--- config.mk ---
export PLATFORM = sky130hd
export DESIGN_NAME = vga_scan_ctrl
export DESIGN_NICKNAME = d
export VERILOG_FILES = /design/src/rtl/vga_timing_pkg.sv /design/src/rtl/vga_axis_counter.sv /design/src/rtl/vga_scan_ctrl.sv
export SDC_FILE = /design/constraint.sdc
export NUM_CORES = 1
export LEC_CHECK = 0
export CAP_MARGIN = 0
export CORE_MARGIN = 2
export CORE_UTILIZATION = 44
export DETAILED_ROUTE_END_ITERATION = 12
export GPL_ROUTABILITY_DRIVEN = 0
export HOLD_SLACK_MARGIN = 0.06
export PLACE_DENSITY = 0.76
export SYNTH_ARGS = -nofsm -noshare
export SYNTH_HDL_FRONTEND = slang
export SYNTH_SLANG_ARGS = --single-unit
export TNS_END_PERCENT = 100
--- constraint.sdc ---
create_clock -name clk -period 1.6 [get_ports clk]
set_input_delay 0.4 -clock clk [delete_from_list [all_inputs] [get_ports clk]]
set_output_delay 0.4 -clock clk [all_outputs]
set_load 0.01 [all_outputs]
--- src/rtl/vga_timing_pkg.sv ---
// vga_timing_pkg: 640x480@60 timing constants, color/address widths and the
// sync bundle that travels alongside each pixel through the scan pipeline.
package vga_timing_pkg;

  localparam int VGA_H_ACTIVE = 640;
  localparam int VGA_H_FP     = 16;
  localparam int VGA_H_SYNC   = 96;
  localparam int VGA_H_BP     = 48;
  localparam int VGA_V_ACTIVE = 480;
  localparam int VGA_V_FP     = 10;
  localparam int VGA_V_SYNC   = 2;
  localparam int VGA_V_BP     = 33;

  localparam int VGA_H_SYNC_START = VGA_H_ACTIVE + VGA_H_FP;
  localparam int VGA_H_SYNC_END   = VGA_H_SYNC_START + VGA_H_SYNC;
  localparam int VGA_H_TOTAL      = VGA_H_SYNC_END + VGA_H_BP;
  localparam int VGA_V_SYNC_START = VGA_V_ACTIVE + VGA_V_FP;
  localparam int VGA_V_SYNC_END   = VGA_V_SYNC_START + VGA_V_SYNC;
  localparam int VGA_V_TOTAL      = VGA_V_SYNC_END + VGA_V_BP;

  localparam int COLOR_W = 24;
  localparam int CNT_W   = 10;
  localparam int ADDR_W  = 9;

  typedef struct packed {
    logic hs_n;
    logic vs_n;
    logic active;
  } sync_t;

  localparam sync_t SYNC_IDLE = '{hs_n: 1'b1, vs_n: 1'b1, active: 1'b0};

  function automatic logic in_window(input logic [CNT_W-1:0] c,
                                     input logic [CNT_W-1:0] lo,
                                     input logic [CNT_W-1:0] hi);
    return (c >= lo) && (c < hi);
  endfunction

endpackage

--- src/rtl/vga_axis_counter.sv ---
// vga_axis_counter: one raster axis (horizontal or vertical) with active,
// sync and wrap decode. Steps only when both en and wrap_in are high.
module vga_axis_counter
  import vga_timing_pkg::*;
#(
  parameter int ACTIVE = VGA_H_ACTIVE,
  parameter int FP     = VGA_H_FP,
  parameter int SYNC   = VGA_H_SYNC,
  parameter int BP     = VGA_H_BP
) (
  input  logic             clk,
  input  logic             rst,
  input  logic             en,
  input  logic             wrap_in,
  output logic [CNT_W-1:0] cnt,
  output logic             active,
  output logic             sync_n,
  output logic             wrap_out
);

  localparam logic [CNT_W-1:0] ACT_END    = CNT_W'(ACTIVE);
  localparam logic [CNT_W-1:0] SYNC_START = CNT_W'(ACTIVE + FP);
  localparam logic [CNT_W-1:0] SYNC_END   = CNT_W'(ACTIVE + FP + SYNC);
  localparam logic [CNT_W-1:0] LAST       = CNT_W'(ACTIVE + FP + SYNC + BP - 1);

  logic [CNT_W-1:0] cnt_reg, cnt_next;
  logic             step;

  assign step = en && wrap_in;

  always_comb begin
    cnt_next = cnt_reg;
    if (step) cnt_next = (cnt_reg == LAST) ? '0 : cnt_reg + CNT_W'(1);
  end

  always_ff @(posedge clk or negedge rst) begin
    if (!rst) cnt_reg <= '0;
    else      cnt_reg <= cnt_next;
  end

  assign cnt      = cnt_reg;
  assign active   = cnt_reg < ACT_END;
  assign sync_n   = !in_window(cnt_reg, SYNC_START, SYNC_END);
  assign wrap_out = step && (cnt_reg == LAST);

endmodule

--- src/rtl/vga_scan_ctrl.sv ---
// vga_scan_ctrl: raster initiator presenting pixel addresses to the sources and
// driving the DAC one pixel later. Define VGA_SCALE2X_EN for a 320x240 playfield.
module vga_scan_ctrl
  import vga_timing_pkg::*;
#(
  parameter int                 H_ACTIVE = VGA_H_ACTIVE,
  parameter int                 H_FP     = VGA_H_FP,
  parameter int                 H_SYNC   = VGA_H_SYNC,
  parameter int                 H_BP     = VGA_H_BP,
  parameter int                 V_ACTIVE = VGA_V_ACTIVE,
  parameter int                 V_FP     = VGA_V_FP,
  parameter int                 V_SYNC   = VGA_V_SYNC,
  parameter int                 V_BP     = VGA_V_BP,
  parameter int                 CLK_DIV  = 2,
  parameter logic [COLOR_W-1:0] BG_COLOR = 24'h000000
) (
  input  logic               clk,
  input  logic               rst,
  output logic [ADDR_W-1:0]  x_addr,
  output logic [ADDR_W-1:0]  y_addr,
  output logic               addr_valid,
  output logic               frame_start,
  input  logic               pix_hit,
  input  logic [COLOR_W-1:0] pix_data,
  output logic [7:0]         vga_r,
  output logic [7:0]         vga_g,
  output logic [7:0]         vga_b,
  output logic               vga_hs,
  output logic               vga_vs,
  output logic               vga_blank_n,
  output logic               vga_clk
);

  localparam int               DIV_W    = $clog2(CLK_DIV);
  localparam logic [DIV_W-1:0] DIV_LAST = DIV_W'(CLK_DIV - 1);
  localparam logic [DIV_W-1:0] DIV_HALF = DIV_W'(CLK_DIV / 2);

  logic [DIV_W-1:0]   div_reg, div_next;
  logic               pix_tick, vga_clk_reg;
  logic [CNT_W-1:0]   hcnt, vcnt;
  logic               h_active, v_active, h_sync_n, v_sync_n, h_wrap, v_wrap;
  logic               in_range, addr_valid_next;
  logic [ADDR_W-1:0]  x_next, y_next;
  logic [ADDR_W-1:0]  x_addr_reg, y_addr_reg;
  logic               addr_valid_reg, frame_start_reg;
  sync_t              sync_next, sync_addr_reg, sync_out_reg;
  logic [COLOR_W-1:0] rgb_next, rgb_reg;
  logic [7:0]         chan [3];
  logic               unused_v_wrap;

  // Pixel divider; vga_clk rises mid-pixel so the DAC samples settled data.
  assign pix_tick = (div_reg == DIV_LAST);
  assign div_next = pix_tick ? '0 : div_reg + DIV_W'(1);

  always_ff @(posedge clk or negedge rst) begin
    if (!rst) begin
      div_reg     <= '0;
      vga_clk_reg <= 1'b0;
    end else begin
      div_reg     <= div_next;
      vga_clk_reg <= (div_next >= DIV_HALF);
    end
  end

  vga_axis_counter #(
    .ACTIVE(H_ACTIVE), .FP(H_FP), .SYNC(H_SYNC), .BP(H_BP)
  ) u_h_axis (
    .clk(clk), .rst(rst), .en(pix_tick), .wrap_in(1'b1),
    .cnt(hcnt), .active(h_active), .sync_n(h_sync_n), .wrap_out(h_wrap)
  );

  vga_axis_counter #(
    .ACTIVE(V_ACTIVE), .FP(V_FP), .SYNC(V_SYNC), .BP(V_BP)
  ) u_v_axis (
    .clk(clk), .rst(rst), .en(pix_tick && h_wrap), .wrap_in(h_wrap),
    .cnt(vcnt), .active(v_active), .sync_n(v_sync_n), .wrap_out(v_wrap)
  );

  // Frame origin is decoded from the counters directly.
  assign unused_v_wrap = v_wrap;

`ifdef VGA_SCALE2X_EN
  assign x_next   = hcnt[ADDR_W:1];
  assign y_next   = vcnt[ADDR_W:1];
  assign in_range = 1'b1;
`else
  assign x_next   = hcnt[ADDR_W-1:0];
  assign y_next   = vcnt[ADDR_W-1:0];
  assign in_range = (hcnt < CNT_W'(512));
`endif

  assign addr_valid_next = h_active && v_active && in_range;
  assign sync_next       = '{hs_n: h_sync_n, vs_n: v_sync_n, active: h_active && v_active};

  // Address stage.
  always_ff @(posedge clk or negedge rst) begin
    if (!rst) begin
      x_addr_reg      <= '0;
      y_addr_reg      <= '0;
      addr_valid_reg  <= 1'b0;
      sync_addr_reg   <= SYNC_IDLE;
      frame_start_reg <= 1'b0;
    end else begin
      frame_start_reg <= pix_tick && (hcnt == '0) && (vcnt == '0);
      if (pix_tick) begin
        x_addr_reg     <= addr_valid_next ? x_next : '0;
        y_addr_reg     <= addr_valid_next ? y_next : '0;
        addr_valid_reg <= addr_valid_next;
        sync_addr_reg  <= sync_next;
      end
    end
  end

  always_comb begin
    rgb_next = '0;
    if (addr_valid_reg) rgb_next = pix_hit ? pix_data : BG_COLOR;
  end

  // Output stage: color and syncs advance together, one tick behind the address.
  always_ff @(posedge clk or negedge rst) begin
    if (!rst) begin
      rgb_reg      <= '0;
      sync_out_reg <= SYNC_IDLE;
    end else if (pix_tick) begin
      rgb_reg      <= rgb_next;
      sync_out_reg <= sync_addr_reg;
    end
  end

  for (genvar gi = 0; gi < 3; gi++) begin : g_chan
    assign chan[gi] = rgb_reg[COLOR_W-1-8*gi -: 8];
  end

  assign x_addr      = x_addr_reg;
  assign y_addr      = y_addr_reg;
  assign addr_valid  = addr_valid_reg;
  assign frame_start = frame_start_reg;
  assign vga_r       = chan[0];
  assign vga_g       = chan[1];
  assign vga_b       = chan[2];
  assign vga_hs      = sync_out_reg.hs_n;
  assign vga_vs      = sync_out_reg.vs_n;
  assign vga_blank_n = sync_out_reg.active;
  assign vga_clk     = vga_clk_reg;

endmodule
# Yosys cells after proc, flatten, opt, wreduce, memory -nomap -nowiden
# Index checks and enable logic that the tools add are counted.
[totals]
regBits = 72
output_inout_bits = 48
inputBits = 27
elab_cells = 48
[op_classes]
n_eq_ne = 2
n_addsub = 3
reduce_logical = 13
magnitude_cmp = 8
muxes = 7
[op_table]
columns = ["operator", "n"]
rows = [
  ["2-to-1 mux 24 bit", 2],
  ["less-than comparator 10 bit, second input constant", 3],
  ["adder 10 x 1 -> 10 bit, second input constant", 2],
  ["== test 10 bit, second input constant", 2],
  ["zero test 10 bit", 2],
  ["less-than comparator 10 x 9 -> 1 bit, second input constant", 2],
  ["2-to-1 mux 10 bit", 2],
  ["2-to-1 mux 9 bit", 2],
  [">= comparator 10 bit, second input constant", 1],
  [">= comparator 10 x 9 -> 1 bit, second input constant", 1],
  ["logical AND 1 bit", 9],
  ["zero test 1 bit", 2],
  ["adder 1 bit, second input constant", 1],
  [">= comparator 1 bit, second input constant", 1],
  ["2-to-1 mux 1 bit", 1],
]

# Depth between registers and ports, before layout
# Gate-level depths: netlist of the first run.
[logic_depth]
ltp_word = 4
depth_mapped = 6
depth_no_buf = 6

# By module
# Synthesis of the first run repeated with hierarchy kept, for this count alone.
[unflattened]
hier_cells = 244
area_unflattened_um2 = 3001.6
[by_module_without_submodules]
columns = ["mod", "n_inst", "seq_area_each_um2", "area_each_um2", "cells_each"]
rows = [
  ["vga_scan_ctrl", 1, 1281.2, 1869.3, 124],
  ["vga_axis_counter (u_h_axis)", 1, 250.2, 571.8, 61],
  ["vga_axis_counter (u_v_axis)", 1, 250.2, 560.5, 59],
]

# Least setup slack after synthesis of the first run
# Ideal clock, no wire load.
[synth_path]
kind = "reg-to-reg"
startpoint = "reg u_h_axis.cnt_reg[0] (netlist: u_h_axis.cnt[0])"
endpoint = "reg u_v_axis.cnt_reg[6] (netlist: u_v_axis.cnt[6])"
slack_ns = 0.024
n_path_buf = 0
arrival_ns = 1.510
stages_incl_launch_ff = 6
synth_period_minus_slack_ns = 1.576
setup_time_ns = 0.066
t_required_ns = 1.534
cell_sequence = "dfrtp_1 > ha_1 > nand4_2 > nand3b_4 > or4b_1 > nand2_1"
[synth_between]
elab_chain_cells = 4
[synth_rtl]
columns = ["item", "line_no", "text"]
rows = [
  ["start: declaration", "vga_axis_counter.sv:26", "logic [CNT_W-1:0] cnt_reg, cnt_next;"],
  ["start signal: assignment", "vga_axis_counter.sv:38", "else cnt_reg <= cnt_next;"],
  ["== test 10 bit *", "vga_axis_counter.sv:44", "assign wrap_out = step && (cnt_reg == LAST);"],
  ["logical AND 1 bit *", "vga_axis_counter.sv:44", ""],
  ["logical AND 1 bit", "vga_scan_ctrl.sv:75", ".clk(clk), .rst(rst), .en(pix_tick && h_wrap), .wrap_in(h_wrap),"],
  ["logical AND 1 bit *", "vga_axis_counter.sv:29", "assign step = en && wrap_in;"],
  ["end signal: assignment", "vga_axis_counter.sv:38", ""],
  ["end: declaration", "vga_axis_counter.sv:26", ""],
]
# Every way passes the cells marked *; elsewhere a longest branch is shown, timed or not.
# A chain may end at the register's enable or synchronous reset.

# Final worst setup path of the first run
[layout_path]
startpoint = "reg u_h_axis.cnt_reg[6] (netlist: u_h_axis.cnt[6])"
endpoint = "reg frame_start_reg (netlist: frame_start)"
[layout_between]
elab_chain_cells = 3
[layout_rtl]
columns = ["item", "line_no", "text"]
rows = [
  ["zero test 10 bit", "vga_scan_ctrl.sv:104", "frame_start_reg <= pix_tick && (hcnt == '0) && (vcnt == '0);"],
  ["logical AND 1 bit (2 in a row)", "vga_scan_ctrl.sv:104", ""],
  ["end signal: assignment", "vga_scan_ctrl.sv:104", ""],
  ["end: declaration", "vga_scan_ctrl.sv:45", "logic addr_valid_reg, frame_start_reg;"],
]
# No other way between the ends.

==> out/results.tsv, run 1 <==
metric	value	unit
grtUsageTotal	20.8	%
crit_buf_inv	2	
setup_viol	1	
ys_seq_elements	71	
vias	2454	
peakVddDrop	484	uV
skew	5.03	ps
pre_cts_ws	-85.5	ps
endpoint_kind	flop	
register_area	1780	sq um
status	complete, but fails checks	
die_w	86.0	um
cts_max_level	3	
grt_pass1_vias	2440	
syn-num-nets	267	
clk_pin_slew_worst_paths	70	ps
critPathArrivalTime	1940	ps
final_area	4290	sq um
clk_path_buf_depth	2	
antenna_cells	0	
syn_to_final_growth	45.1	%
worst_slack	-95.1	ps
grt_pass1_wl	11900	um
drt_iter0_markers	88	
total_power	3.46	mW
synth_seq_area_share	60.2	%
startpoint	u_h_axis.cnt[6]$_DFFE_PN0P_	
syn_area	2960	sq um
clock_sinks	71	
final_common_cell	dfrtp_1	
num_rows	29	
rsz0062_at_grt	yes	
layout-drive-gt1-share	23.6	%
cp_data_required_time	1840	ps
placed_area	3960	sq um
finalHoldViolCount	0	
rr_startpoint	u_h_axis.cnt[6]$_DFFE_PN0P_	
syn_avg_cell_area	12.5	sq um
path_common_cell	buf_4	
multiInputGateArea	1150	sq um
drc	0	
reg2reg_to	frame_start$_DFF_PN0_	
final_nets	382	
cts-root-buf	clkbuf_8	
hold_class	input pin to asynchronous set/reset pin	
final_core_util	66.9	%
synth-edff-count	0	
grt_max_degree	32	
relSlewSlack	74.3	%
largest_reg_flops	24	
firstDrtPassIters	4	
cts_tree	built	
floorplan.core_area	6420	sq um
io_buffers	74	
drv_slew	0	
max-cap-violations	0	
dp_hpwl	5020	um
ys.flop_type	dfrtp_1	
synth_warnings	0	
crit_type	flop to flop	
r2r_setup_slack	-100	ps
io_pins	75	
start_util	46.1	%
synthCells	236	
nFillCells	512	
endpoint	frame_start$_DFF_PN0_	
wl_per_cell	17.7	um
clk_latency	340	ps
ant_nets	0	
leakage	2.09	nW
worst_slew_pin_slew	385	ps
cp.depth	5	
via_per_inst	5.67	
worst_path_max_delay_cell	dfrtp_1	
worst_r2r_path_depth	5	
violations	setup timing	
wl	7660	um
fp.dieArea	7400	sq um
power_density	806	nW/um^2
cts_buffers	9	
final_cell_mix	67 x dfrtp_1, 48 x dlygate4sd2_1, 42 x a22o_1	
grt_antenna_before_repair	0	
cp_slowest_stage_delay	430	ps
crit_chain	buf_4, buf_4, nor4b_2, nand4_1, nor4_2	
cp_top_family	simple AND/OR/NAND/NOR gates	
final.min_clock_period	1700	ps
fmax	0.590	GHz
synthArstFlopShare	100	%
critPathLaunchType	flop	
grt-ovfl-total	0	
synth_cell_types	44	
finalCritPeriodShare	106	%
path_max_fanout	4	
dieHeight	86.0	um
==> synthesized netlist by cell type, types with 3 or more instances <==
cell / count / share of area [%]
clkbuf_1: 7 / 0.89
nor2_1: 7 / 0.89
a22o_1: 42 / 12
dfstp_2: 4 / 3.6
a21oi_1: 4 / 0.68
and3_1: 7 / 1.5
xor2_1: 4 / 1.2
nor3_1: 3 / 0.51
nand2_1: 11 / 1.4
nand3_1: 12 / 2.0
xnor2_1: 4 / 1.2
dfrtp_1: 67 / 57
buf_2: 3 / 0.51
mux2_2: 3 / 1.1
nand4_1: 4 / 0.85
o21ai_0: 9 / 1.5
inv_1: 7 / 0.89
ha_1: 4 / 1.7
==> layer usage <==
metal  up-vias  global-route usage (%)  share of wire, %
met1      1235                    28.1                44
met3        14                    3.85               5.7
met5         -                       0                 0
met2        96                    33.1                49
li1       1109                       -                 -
met4         0                    8.80               1.7
==> area by class of cell <==
cell class / instances / area share (%)
clock buffers: 11 / 3.29
multi-input cells: 144 / 26.7
flip-flops and latches: 71 / 41.5
repair buffers: 118 / 24.3
inverters: 7 / 0.612
clock inverters: 5 / 1.34
well taps: 77 / 2.24
==> worst min path at each step <==
stage / slack [ps] / to
global placement: 340 / u_h_axis.cnt[5]$_DFFE_PN0P_
detailed placement: 340 / u_h_axis.cnt[5]$_DFFE_PN0P_
floorplan: 100 / addr_valid$_DFFE_PN0P_
global route: 510 / sync_addr_reg[1]$_DFFE_PN1P_
CTS: 490 / x_addr[8]$_DFFE_PN0P_
finish: 500 / u_h_axis.cnt[5]$_DFFE_PN0P_
==> worst reg2reg max path: cells and delay by family, from the launching register on <==
kind | cells | cell delay (ps)
buffers and inverters | 2 | 280
DFF | 1 | 430
and+or+nand+nor | 3 | 890
==> through the flow <==
step | TNS, ps | hold WS [ps] | instances
6_report | -95.1 | 495 | 433
5_1_grt | -169 | 512 | 433
2_1_floorplan | 0 | 104 | 236
3_3_place_gp | 0 | 342 | 401
3_5_place_dp | -281 | 338 | 401
4_1_cts | 0 | 491 | 429
==> logic make-up after synthesis <==
logic type,count (synthesis),synth area share (%)
fa+ha+maj,4,1.69
mux,5,1.82
compound gates,63,17.4
xor+xnor,8,2.37
flops,71,60.2
buf+inv,21,3.30
simple gates,64,13.3
==> where the power goes <==
group,internal (mW),switching [mW]
registers,1.83,0.0155
logic,0.119,0.0923
clock network,0.759,0.652
total,2.70,0.760
==> what timing repair did <==
action,CTS,global route
resized for setup,53,12
hold buffers,1,0
pin swaps,5,6
hold endpoints to repair,12,0
endpoints found under the setup margin,56,18
buffers inserted,11,4
No activity file was read; power rests on OpenSTA's default activity.
==> run 2, diff against run 1 <==
- ABC_AREA: not set -> 1
- CORE_UTILIZATION: 44 -> 45
==> out/results.tsv, run 2 <==
metric	value	unit	change
status	completed		was complete, but fails checks
cts-root-buf	clkbuf_8		unchanged
p_int	2.83	mW	was 2.70 mW
nFillCells	661		was 512
cp_data_required_time	1200	ps	was 1840 ps
synth_top_area_share	51.5	%	was 56.6%
final.min_clock_period	1540	ps	was 1700 ps
cp_slowest_stage_delay	530	ps	was 430 ps
fp.dieArea	7930	sq um	was 7400 sq um
ys.flop_type	dfrtp_1		unchanged
crit_buf_inv	1		was 2
antenna_cells	0		unchanged
setup_viol	0		was 1
cp_top_family	flip-flops		was simple AND/OR/NAND/NOR gates
rr_startpoint	u_v_axis.cnt[0]$_DFFE_PN0P_		was u_h_axis.cnt[6]$_DFFE_PN0P_
final_nets	481		was 382
worst_path_max_delay_cell	dfstp_2		was dfrtp_1
synth_warnings	0		unchanged
cts_max_level	3		unchanged
max-cap-violations	0		unchanged
largest_reg_flops	24		unchanged
io_pins	75		unchanged
drc	0		unchanged
grt-ovfl-total	0		unchanged
fmax	0.649	GHz	was 0.590 GHz
yosysMostFrequentCell	nand2_1		was dfrtp_1
worst_slew_pin_slew	381	ps	was 385 ps
dieHeight	89.1	um	was 86.0 um
critPathArrivalTime	1140	ps	was 1940 ps
leakage	2.13	nW	was 2.09 nW
cts_hold_buf	0		was 1
clock_sinks	71		unchanged
cts_buffers	9		unchanged
synth_cell_types	25		was 44
finalHoldViolCount	0		unchanged
peakVddDrop	451	uV	was 484 uV
syn_area	3260	sq um	was 2960 sq um
firstDrtPassIters	4		unchanged
grt_antenna_before_repair	0		unchanged
rsz0062_at_grt	yes		unchanged
via_per_inst	4.93		was 5.67
io_buffers	74		unchanged
pwr-share-comb	5.4	%	was 6.1%
start_util	45.6	%	was 46.1%
clk_pin_slew_worst_paths	70	ps	about the same
grt_pass1_wl	12700	um	was 11,900 um
ys_top_cells_by_count	126 x nand2_1, 67 x dfrtp_1, 44 x o21ai_0		was 67 x dfrtp_1, 42 x a22o_1, 12 x nand3_1
hold_slack	68.3	ps	was 495 ps
synth-edff-count	0		unchanged
netlist_top_cells_area	dfrtp_1 51%, nand2_1 15%, o21ai_0 6.8%		was dfrtp_1 57%, a22o_1 12%, dfstp_2 3.6%
endpoint_kind	output port		was flop
syn_to_final_growth	31.8	%	was 45.1%
synthArstFlopShare	100	%	unchanged
fin_setup_tns	0	ps	was -95.1 ps
crit_chain	dlygate4sd2_1		was buf_4, buf_4, nor4b_2, nand4_1, nor4_2
crit_type	flop to output port		was flop to flop
synth_seq_area_share	54.7	%	was 60.2%
clkPwrFrac	43.4	%	was 40.8%
hold_class	input pin to asynchronous set/reset pin		unchanged
relSlewSlack	74.5	%	was 74.3%
drt_iter0_markers	141		was 88
wl_per_cell	13.8	um	was 17.7 um
syn-num-nets	402		was 267
worst_slack	59.9	ps	was -95.1 ps
grt_max_degree	72		was 32
grt_pass1_vias	2689		was 2,440
final_cell_mix	126 x nand2_1, 66 x dfrtp_1, 48 x dlygate4sd2_1		was 67 x dfrtp_1, 48 x dlygate4sd2_1, 42 x a22o_1
wl	7640	um	was 7660 um
layout-drive-gt1-share	13.2	%	was 23.6%
ant_nets	0		unchanged
switching_share	21.2	%	was 21.9%
critPathLaunchType	flop		unchanged
startpoint	vga_vs$_DFFE_PN1P_		was u_h_axis.cnt[6]$_DFFE_PN0P_
syn_avg_cell_area	8.78	sq um	was 12.5 sq um
num_rows	31		was 29
die_w	89.1	um	was 86.0 um
cts_tree	built		unchanged
pwr-share-seq	51.2	%	was 53.2%
floorplan.core_area	7140	sq um	was 6420 sq um
ys_seq_elements	71		unchanged
synth_top_area_cell	dfrtp_1		unchanged
grtUsageTotal	21.3	%	was 20.8%
finalCritPeriodShare	96.3	%	was 106%
power_density	837	nW/um^2	was 806 nW/um^2
skew	4.34	ps	was 5.03 ps
clk_latency	340	ps	about the same
final_common_cell	nand2_1		was dfrtp_1
pre_cts_ws	139	ps	was -85.5 ps
p_switching	0.761	mW	was 0.760 mW
clk_path_buf_depth	2		unchanged
drv_slew	0		unchanged
path_max_fanout	2		was 4
vias	2729		was 2,454
dp_hpwl	5140	um	was 5020 um
synthCells	371		was 236
## run 2: path summary, 6_finish.rpt
check                                         endpoint  slack (ps)  cells after the start
min in group clk                    vga_vs$_DFFE_PN1P_         470                      2
setup / recovery                                vga_vs          60                      1
max in group asynchronous           vga_vs$_DFFE_PN1P_        1190                      2
setup reg to reg           u_v_axis.cnt[4]$_DFFE_PN0P_         100                      7
hold / removal                   x_addr[1]$_DFFE_PN0P_          70                      2
hold reg to reg                     vga_vs$_DFFE_PN1P_         470                      2
## run 2: area by class of cell
type                            count  area, sq um  share of cell area [%]
Multi-Input combinational cell    251         1270                    29.5
Timing Repair Buffer               82          777                    18.1
Inverter                           35          131                    3.06
Clock buffer                       11          141                    3.29
Tap cell                           99          124                    2.89
Sequential cell                    71         1780                    41.5
Clock inverter                      4         70.1                    1.63
## run 2: cells by family (layout without fill, tap and decap cells)
logic type / Yosys count / in the layout / share of synthesized area (%)
flip-flops: 71 / 71 / 54.7
buffers and inverters: 49 / 132 / 6.57
AO/OA/AOI/OAI: 65 / 65 / 12.3
XOR/XNOR: 2 / 2 / 0.538
AND/OR/NAND/NOR: 180 / 180 / 24.4
adder cells (fa/ha/maj): 4 / 4 / 1.54
## run 2: per-layer routing
layer	up-vias	GRT usage, %	routed length, um
li1	1345	-	-
met1	1285	27.7	3350
met2	85	34.6	3720
met3	14	4.52	421
met4	0	8.96	139
met5	-	0	0
## run 2: through the flow
stage / util [%] / power (mW) / cells / area [sq um]
2_1_floorplan: - / 1.92 / 371 / 3260
3_3_place_gp: 57.8 / 2.09 / 537 / 4120
3_5_place_dp: 57.8 / 2.10 / 537 / 4120
4_1_cts: 60.0 / 3.62 / 553 / 4280
5_1_grt: 60.2 / 3.73 / 553 / 4290
6_report: 60.2 / 3.59 / 553 / 4290
## run 2: power groups by stage
stage	clock network, mW	logic, mW	registers (mW)
after floorplan	0	0.0278	1.89
after global placement	0	0.218	1.87
after detailed placement	0	0.221	1.87
after CTS	1.58	0.200	1.84
after global routing	1.67	0.217	1.84
final	1.56	0.196	1.84
## run 2: timing repair
action,4_1_cts,5_1_grt
endpoints found under the setup margin,48,7
resized for setup,49,4
buffers inserted,1,0
==> run 3, diff against run 2 <==
- GPL_ROUTABILITY_DRIVEN: 0 -> not set
==> results of run 3 <==
The final DEF is identical to that of run 2; final timing and power are the same.
